`src/rtl/glitch_sweep_ctrl.sv`:
```
// glitch_sweep_ctrl
// Campaign sequencer that sits in front of the glitchy-clock generator. It
// walks a 2-D grid of glitch settings (phase in the outer loop, glitch_pos in
// the inner loop) and runs one encryption per grid point.
//
// Ports
//   clk, rst_in                  clock (rising edge), async active-high reset
//   start, abort                 one-cycle control pulses (abort wins)
//   phase_min/max/step           outer-axis bounds, sampled on accepted start
//   pos_min/max/step             inner-axis bounds, sampled on accepted start
//   dll_locked                   generator lock, asynchronous (2-flop sync)
//   enc_busy                     crypto core busy flag
//   phase, glitch_pos            current grid point to the generator
//   glitch_en, start_enc         glitch enable and encryption start pulse
//   busy                         FSM not in IDLE
//   run_done, run_timeout        end-of-run pulse and its timeout qualifier
//   sweep_done                   end-of-sweep pulse
//   run_cnt                      completed runs in the current sweep
module glitch_sweep_ctrl #(
    parameter int PHASE_W     = 8,
    parameter int POS_W       = 16,
    parameter int SETTLE_CYC  = 64,
    parameter int TIMEOUT_CYC = 65535,
    parameter int CNT_W       = 24
) (
    input  logic               clk,
    input  logic               rst_in,
    input  logic               start,
    input  logic               abort,
    input  logic [PHASE_W-1:0] phase_min,
    input  logic [PHASE_W-1:0] phase_max,
    input  logic [PHASE_W-1:0] phase_step,
    input  logic [POS_W-1:0]   pos_min,
    input  logic [POS_W-1:0]   pos_max,
    input  logic [POS_W-1:0]   pos_step,
    input  logic               dll_locked,
    input  logic               enc_busy,
    output logic [PHASE_W-1:0] phase,
    output logic [POS_W-1:0]   glitch_pos,
    output logic               glitch_en,
    output logic               start_enc,
    output logic               busy,
    output logic               run_done,
    output logic               run_timeout,
    output logic               sweep_done,
    output logic [CNT_W-1:0]   run_cnt
);

    localparam int SC_W = $clog2(SETTLE_CYC + 2);
    localparam int TO_W = $clog2(TIMEOUT_CYC + 1);

    typedef enum logic [3:0] {
        S_IDLE, S_LOAD, S_SETTLE, S_FIRE, S_WAIT_HI,
        S_WAIT_LO, S_REPORT, S_NEXT, S_DONE
    } state_t;

    state_t state, state_nxt;

    logic [PHASE_W-1:0] phase_min_r, phase_max_r, phase_step_r;
    logic [POS_W-1:0]   pos_min_r, pos_max_r, pos_step_r;
    logic [1:0]         dll_sync;
    logic [SC_W-1:0]    scnt;
    logic [TO_W-1:0]    tcnt;
    logic               to_flag;
    logic               to_hit;
    logic               settled;
    logic               accept;
    logic               pos_fits;
    logic               phase_fits;
    logic [POS_W:0]     pos_sum;
    logic [PHASE_W:0]   phase_sum;

    // One extra bit on the sums so a step past the top of the range compares
    // as "beyond max" instead of wrapping to a small value.
    assign pos_sum    = {1'b0, glitch_pos} + {1'b0, pos_step_r};
    assign phase_sum  = {1'b0, phase} + {1'b0, phase_step_r};
    assign pos_fits   = (pos_sum <= {1'b0, pos_max_r});
    assign phase_fits = (phase_sum <= {1'b0, phase_max_r});

    assign accept  = (state == S_IDLE) && start && !abort;
    assign settled = (scnt >= SC_W'(SETTLE_CYC));
    // tcnt is 1 in the first wait cycle, so reaching TIMEOUT_CYC-1 here puts
    // REPORT exactly TIMEOUT_CYC cycles after FIRE.
    assign to_hit  = (tcnt >= TO_W'(TIMEOUT_CYC - 1));

    assign busy        = (state != S_IDLE);
    assign start_enc   = (state == S_FIRE);
    assign glitch_en   = (state == S_FIRE) || (state == S_WAIT_HI) || (state == S_WAIT_LO);
    assign run_done    = (state == S_REPORT);
    assign run_timeout = (state == S_REPORT) && to_flag;
    assign sweep_done  = (state == S_DONE);

    always_ff @(posedge clk or posedge rst_in) begin
        if (rst_in) dll_sync <= '0;
        else        dll_sync <= {dll_sync[0], dll_locked};
    end

    always_ff @(posedge clk or posedge rst_in) begin
        if (rst_in) state <= S_IDLE;
        else        state <= state_nxt;
    end

    always_comb begin
        state_nxt = state;
        case (state)
            S_IDLE:    if (accept) state_nxt = S_LOAD;
            S_LOAD:    state_nxt = S_SETTLE;
            S_SETTLE:  if (settled && dll_sync[1]) state_nxt = S_FIRE;
            S_FIRE:    state_nxt = S_WAIT_HI;
            S_WAIT_HI: if (enc_busy) state_nxt = S_WAIT_LO;
                       else if (to_hit) state_nxt = S_REPORT;
            S_WAIT_LO: if (!enc_busy || to_hit) state_nxt = S_REPORT;
            S_REPORT:  state_nxt = S_NEXT;
            S_NEXT:    if (pos_fits || phase_fits) state_nxt = S_SETTLE;
                       else state_nxt = S_DONE;
            S_DONE:    state_nxt = S_IDLE;
            default:   state_nxt = S_IDLE;
        endcase
        if (abort && state != S_IDLE) state_nxt = S_IDLE;
    end

    always_ff @(posedge clk or posedge rst_in) begin
        if (rst_in) begin
            phase_min_r  <= '0;
            phase_max_r  <= '0;
            phase_step_r <= '0;
            pos_min_r    <= '0;
            pos_max_r    <= '0;
            pos_step_r   <= '0;
            phase        <= '0;
            glitch_pos   <= '0;
            run_cnt      <= '0;
            scnt         <= '0;
            tcnt         <= '0;
            to_flag      <= 1'b0;
        end else begin
            if (accept) begin
                phase_min_r  <= phase_min;
                phase_max_r  <= phase_max;
                phase_step_r <= (phase_step == '0) ? PHASE_W'(1) : phase_step;
                pos_min_r    <= pos_min;
                pos_max_r    <= pos_max;
                pos_step_r   <= (pos_step == '0) ? POS_W'(1) : pos_step;
            end

            if (state == S_LOAD) begin
                phase      <= phase_min_r;
                glitch_pos <= pos_min_r;
            end else if (state == S_NEXT && !abort) begin
                // On the final point both registers keep the last grid point.
                if (pos_fits) begin
                    glitch_pos <= pos_sum[POS_W-1:0];
                end else if (phase_fits) begin
                    glitch_pos <= pos_min_r;
                    phase      <= phase_sum[PHASE_W-1:0];
                end
            end

            if (state_nxt == S_SETTLE && state != S_SETTLE)
                scnt <= '0;
            else if (state == S_SETTLE && !settled)
                scnt <= scnt + 1'b1;

            if (state == S_FIRE)
                tcnt <= TO_W'(1);
            else if ((state == S_WAIT_HI || state == S_WAIT_LO) && !to_hit)
                tcnt <= tcnt + 1'b1;

            // Count and qualify the run as REPORT is entered, so both are
            // already valid while run_done is high.
            if (state == S_LOAD) begin
                run_cnt <= '0;
            end else if (state_nxt == S_REPORT && state != S_REPORT) begin
                to_flag <= !(state == S_WAIT_LO && !enc_busy);
                if (run_cnt != '1) run_cnt <= run_cnt + 1'b1;
            end
        end
    end

endmodule

```
`config.mk`:
```
export PLATFORM = sky130hd
export DESIGN_NAME = glitch_sweep_ctrl
export DESIGN_NICKNAME = d
export VERILOG_FILES = /design/src/rtl/glitch_sweep_ctrl.sv
export SDC_FILE = /design/constraint.sdc
export NUM_CORES = 1
export LEC_CHECK = 0
export BUFFER_PORTS_ARGS = -buffer_cell sky130_fd_sc_hd__buf_2
export CORE_MARGIN = 4
export CORE_UTILIZATION = 30
export DETAILED_ROUTE_END_ITERATION = 7
export HOLD_SLACK_MARGIN = 0.12
export SLEW_MARGIN = 20
export SYNTH_ARGS = -nofsm -noshare
export SYNTH_HDL_FRONTEND = slang
export SYNTH_SLANG_ARGS = --single-unit
```
`constraint.sdc`:
```
create_clock -name clk -period 6.6 [get_ports clk]
set_input_delay 0.99 -clock clk [delete_from_list [all_inputs] [get_ports clk]]
set_output_delay 0.99 -clock clk [all_outputs]
set_load 0.01 [all_outputs]
```
==> metrics.md <==
| Metric | Value |
|---|---|
| Outcome | finished, final reports clean |
| Antenna violations before repair | 0 |
| DR pass1 iterations | 5 |
| Max-cap violations | 0 |
| Yosys warnings | 0 |
| Post-synth ARST share | 100.0% |
| WL/cell | 15.56 um |
| EDFF count, synth | 0 |
| CTS root buf | clkbuf_16 |
| F_max | 0.1969 GHz |
| Top cell type's share of synthesized area | 44.70% |
| Int Pwr | 3.213 mW |
| Total power | 5.806 mW |
| Worst-margin pin slew | 0.9581 ns |
| Clk_lat worst skew | 0.43 ns |
| Pwr per Cell Area | 577.1 nW/um^2 |
| Final hold vios | 0 |
| Hold Crit Class | reg2reg |
| Clock Path Buffers | 2 |
| Post-Syn Area per Cell | 8.944 sq um |
| # nets final | 1196 |
| Setup Crit Path Kind | reg2reg |
| Dpl hpwl | 16470 um |
| Post-CTS Setup Repair Bufs | 0 |
| Port bufs | 131 |
| RSZ-0062 raised after global routing | false |
| Combinational power share | 57.4% |
| Clock Pin Slew Worst Setup and Hold Paths | 0.06 ns |
| Iter 0 DRT Violations | 403 |
| Mapped cell area | 8398 sq um |
| # IOs | 132 |
| Die Ht | 175.3 um |
| Min cycle time layout | 5.078 ns |
| Die ar. | 30730 sq um |
| Commonest non-fill, non-tap cell in the layout | nand2_1 |
| Top FF cell, synth | dfrtp_1 |
| Placer Congestion | 0.8529 |
| Final worst-path cycle share | 76.95% |
| Switching power | 2.593 mW |
| Dominant cells by area after synthesis | dfrtp_1 45%, nand2_1 10%, ha_1 7.9% |
| Netlist cell types | 56 |
| Post-DR vias/cell | 4.890 |
| Sw frac | 44.66% |
| Largest net degree at the start of global routing | 82 |
| Clk pwr share | 16.7% |
| Setup crit end kind | register |
| Crit-path max FO | 16 |
| Fin. max-slew vios | 0 |
| Worst Path Required | 6.91 ns |
| Number of global-route vias before repair | 6953 |
| Antenna cell count | 0 |
| Layout cells sized above 1 | 18.40% |
| Setup violations, final | 0 |
| Register area share after synthesis | 44.70% |
| GRT overflow | 0 |
| Register share of total power | 26.0% |
| Peak VDD IR | 0.3750 mV |
| Synthesis-stage register bit count | 150 |
| Die width | 175.3 um |
| Area growth from synthesis to layout | 19.80% |
| DRC errors left | 0 |
| Initial Util | 30.82% |
| Core area | 27250 sq um |
| Synth Instances | 939 |
| Final Skew | 0.01245 ns |
| Global-route wire length before repair | 37050 um |
| Wirelength, routed | 22520 um |
| Hold_buf cts | 0 |
| CP arrival | 5.39 ns |
| Post-DRT Antenna Nets | 0 |
| Setup TNS | 0 ns |
| TritonCTS clock tree | yes |
| Vias | 7080 |
| CTS H-tree depth | 4 |
| Commonest non-fill, non-tap cells in the layout | 229 x nand2_1, 150 x dfrtp_1, 131 x buf_2 |
| Crit path launch type | register |
| Post_cts resized | 0 |
| Syn nets | 1072 |
| Tot GR Track Use | 14.92% |
| Cts bufs inserted | 17 |
| CTS sink cnt | 150 |
| # rows | 60 |
| Post-synth top area cell | dfrtp_1 |
| Relative slew slack | 35.97% |
| Pleak | 4.892 nW |
==> through the flow <==
| stage | util (%) | cells | setup slack (ns) | hold slack [ns] | area [sq um] |
|---|---|---|---|---|---|
| 2_1_floorplan | - | 939 | 1.574 | 0.3312 | 8398 |
| 3_3_place_gp | 34.81 | 1416 | 1.638 | 0.3345 | 9485 |
| 3_5_place_dp | 34.81 | 1416 | 1.545 | 0.3451 | 9485 |
| 4_1_cts | 36.92 | 1448 | 1.493 | 0.3510 | 10060 |
| 5_1_grt | 36.92 | 1448 | 1.094 | 0.3630 | 10060 |
| 6_report | 36.92 | 1448 | 1.522 | 0.3471 | 10060 |
==> path summary, 6_finish.rpt <==
path                       slack [ns]  depth (start not counted)             to           from
max                              1.52                         15  glitch_pos[8]  glitch_pos[0]
min                              0.35                          0    dll_sync[1]    dll_sync[0]
max reg2reg                      1.52                         15  glitch_pos[8]  glitch_pos[0]
min reg2reg                      0.35                          0    dll_sync[1]    dll_sync[0]
max in group asynchronous        4.47                          3    run_cnt[15]         rst_in
min in group asynchronous        0.68                          2  pos_step_r[3]         rst_in
==> critical path, cell delays in order, from the launching register on <==
cell	delay, ns
dfrtp_1	0.40
ha_1	0.25
fa_1	0.44
a211oi_1	0.29
o21ai_0	0.24
a41oi_1	0.30
xnor2_1	0.17
ha_1	0.28
a211o_1	0.30
o211ai_1	0.09
a21oi_1	0.09
a2111o_1	0.44
a21oi_1	0.29
nand2_1	0.63
mux2_2	0.50
mux2_2	0.26
==> logic make-up (layout without fill, tap and decap cells) <==
group	Yosys count	after routing	synth area share, %
simple gates	415	415	22.74
compound gates	174	174	12.63
flops	150	150	44.70
buf+inv	73	210	3.382
fa+ha+maj	55	55	8.373
mux	41	41	4.946
xor+xnor	31	31	3.233
==> layer usage <==
| metal | global-route usage [%] | vias up | part of all wire [%] | routed length [um] |
|---|---|---|---|---|
| met3 | 3.099 | 25 | 4.8 | 1078 |
| met1 | 21.00 | 3376 | 48 | 10820 |
| li1 | - | 3527 | - | - |
| met4 | 4.354 | 0 | 1.6 | 371 |
| met2 | 23.28 | 152 | 46 | 10260 |
| met5 | 0 | - | 0 | 0 |
==> cell type report <==
class                           count  area (sq um)
Fill cell                        2794         17190
Multi-Input combinational cell    716          4388
Sequential cell                   150          3754
Timing Repair Buffer              142         738.2
Tap cell                          372         465.4
Clock buffer                       19         442.9
Inverter                           36         140.1
Clock inverter                     13         132.6
==> synth_stat cells (all sizes together), types with 12 or more instances <==
cell	instances
nor4	12
mux2i	37
o21ai	57
a21oi	57
and3	12
xor2	18
xnor2	13
nand2b	12
nor3	21
nand4	25
inv	36
dfrtp	150
nor2	53
clkbuf	29
nand3	14
ha	53
nand2	229
==> power by group through the flow <==
stage / clock (mW) / sequential [mW] / combinational [mW]
detailed placement: 0 / 1.52 / 3.32
floorplan: 0 / 1.47 / 2.50
global route: 1.03 / 1.56 / 3.78
global placement: 0 / 1.52 / 3.27
CTS: 0.993 / 1.51 / 3.36
finish: 0.967 / 1.51 / 3.33
==> flip-flops by register name, indices dropped and copies added (netlist names), 16 cells and up <==
signal and cells:
tcnt 16, pos_max_r 16, pos_min_r 16, pos_step_r 16
run_cnt 24, glitch_pos 16
No activity file was read; power rests on OpenSTA's default activity.
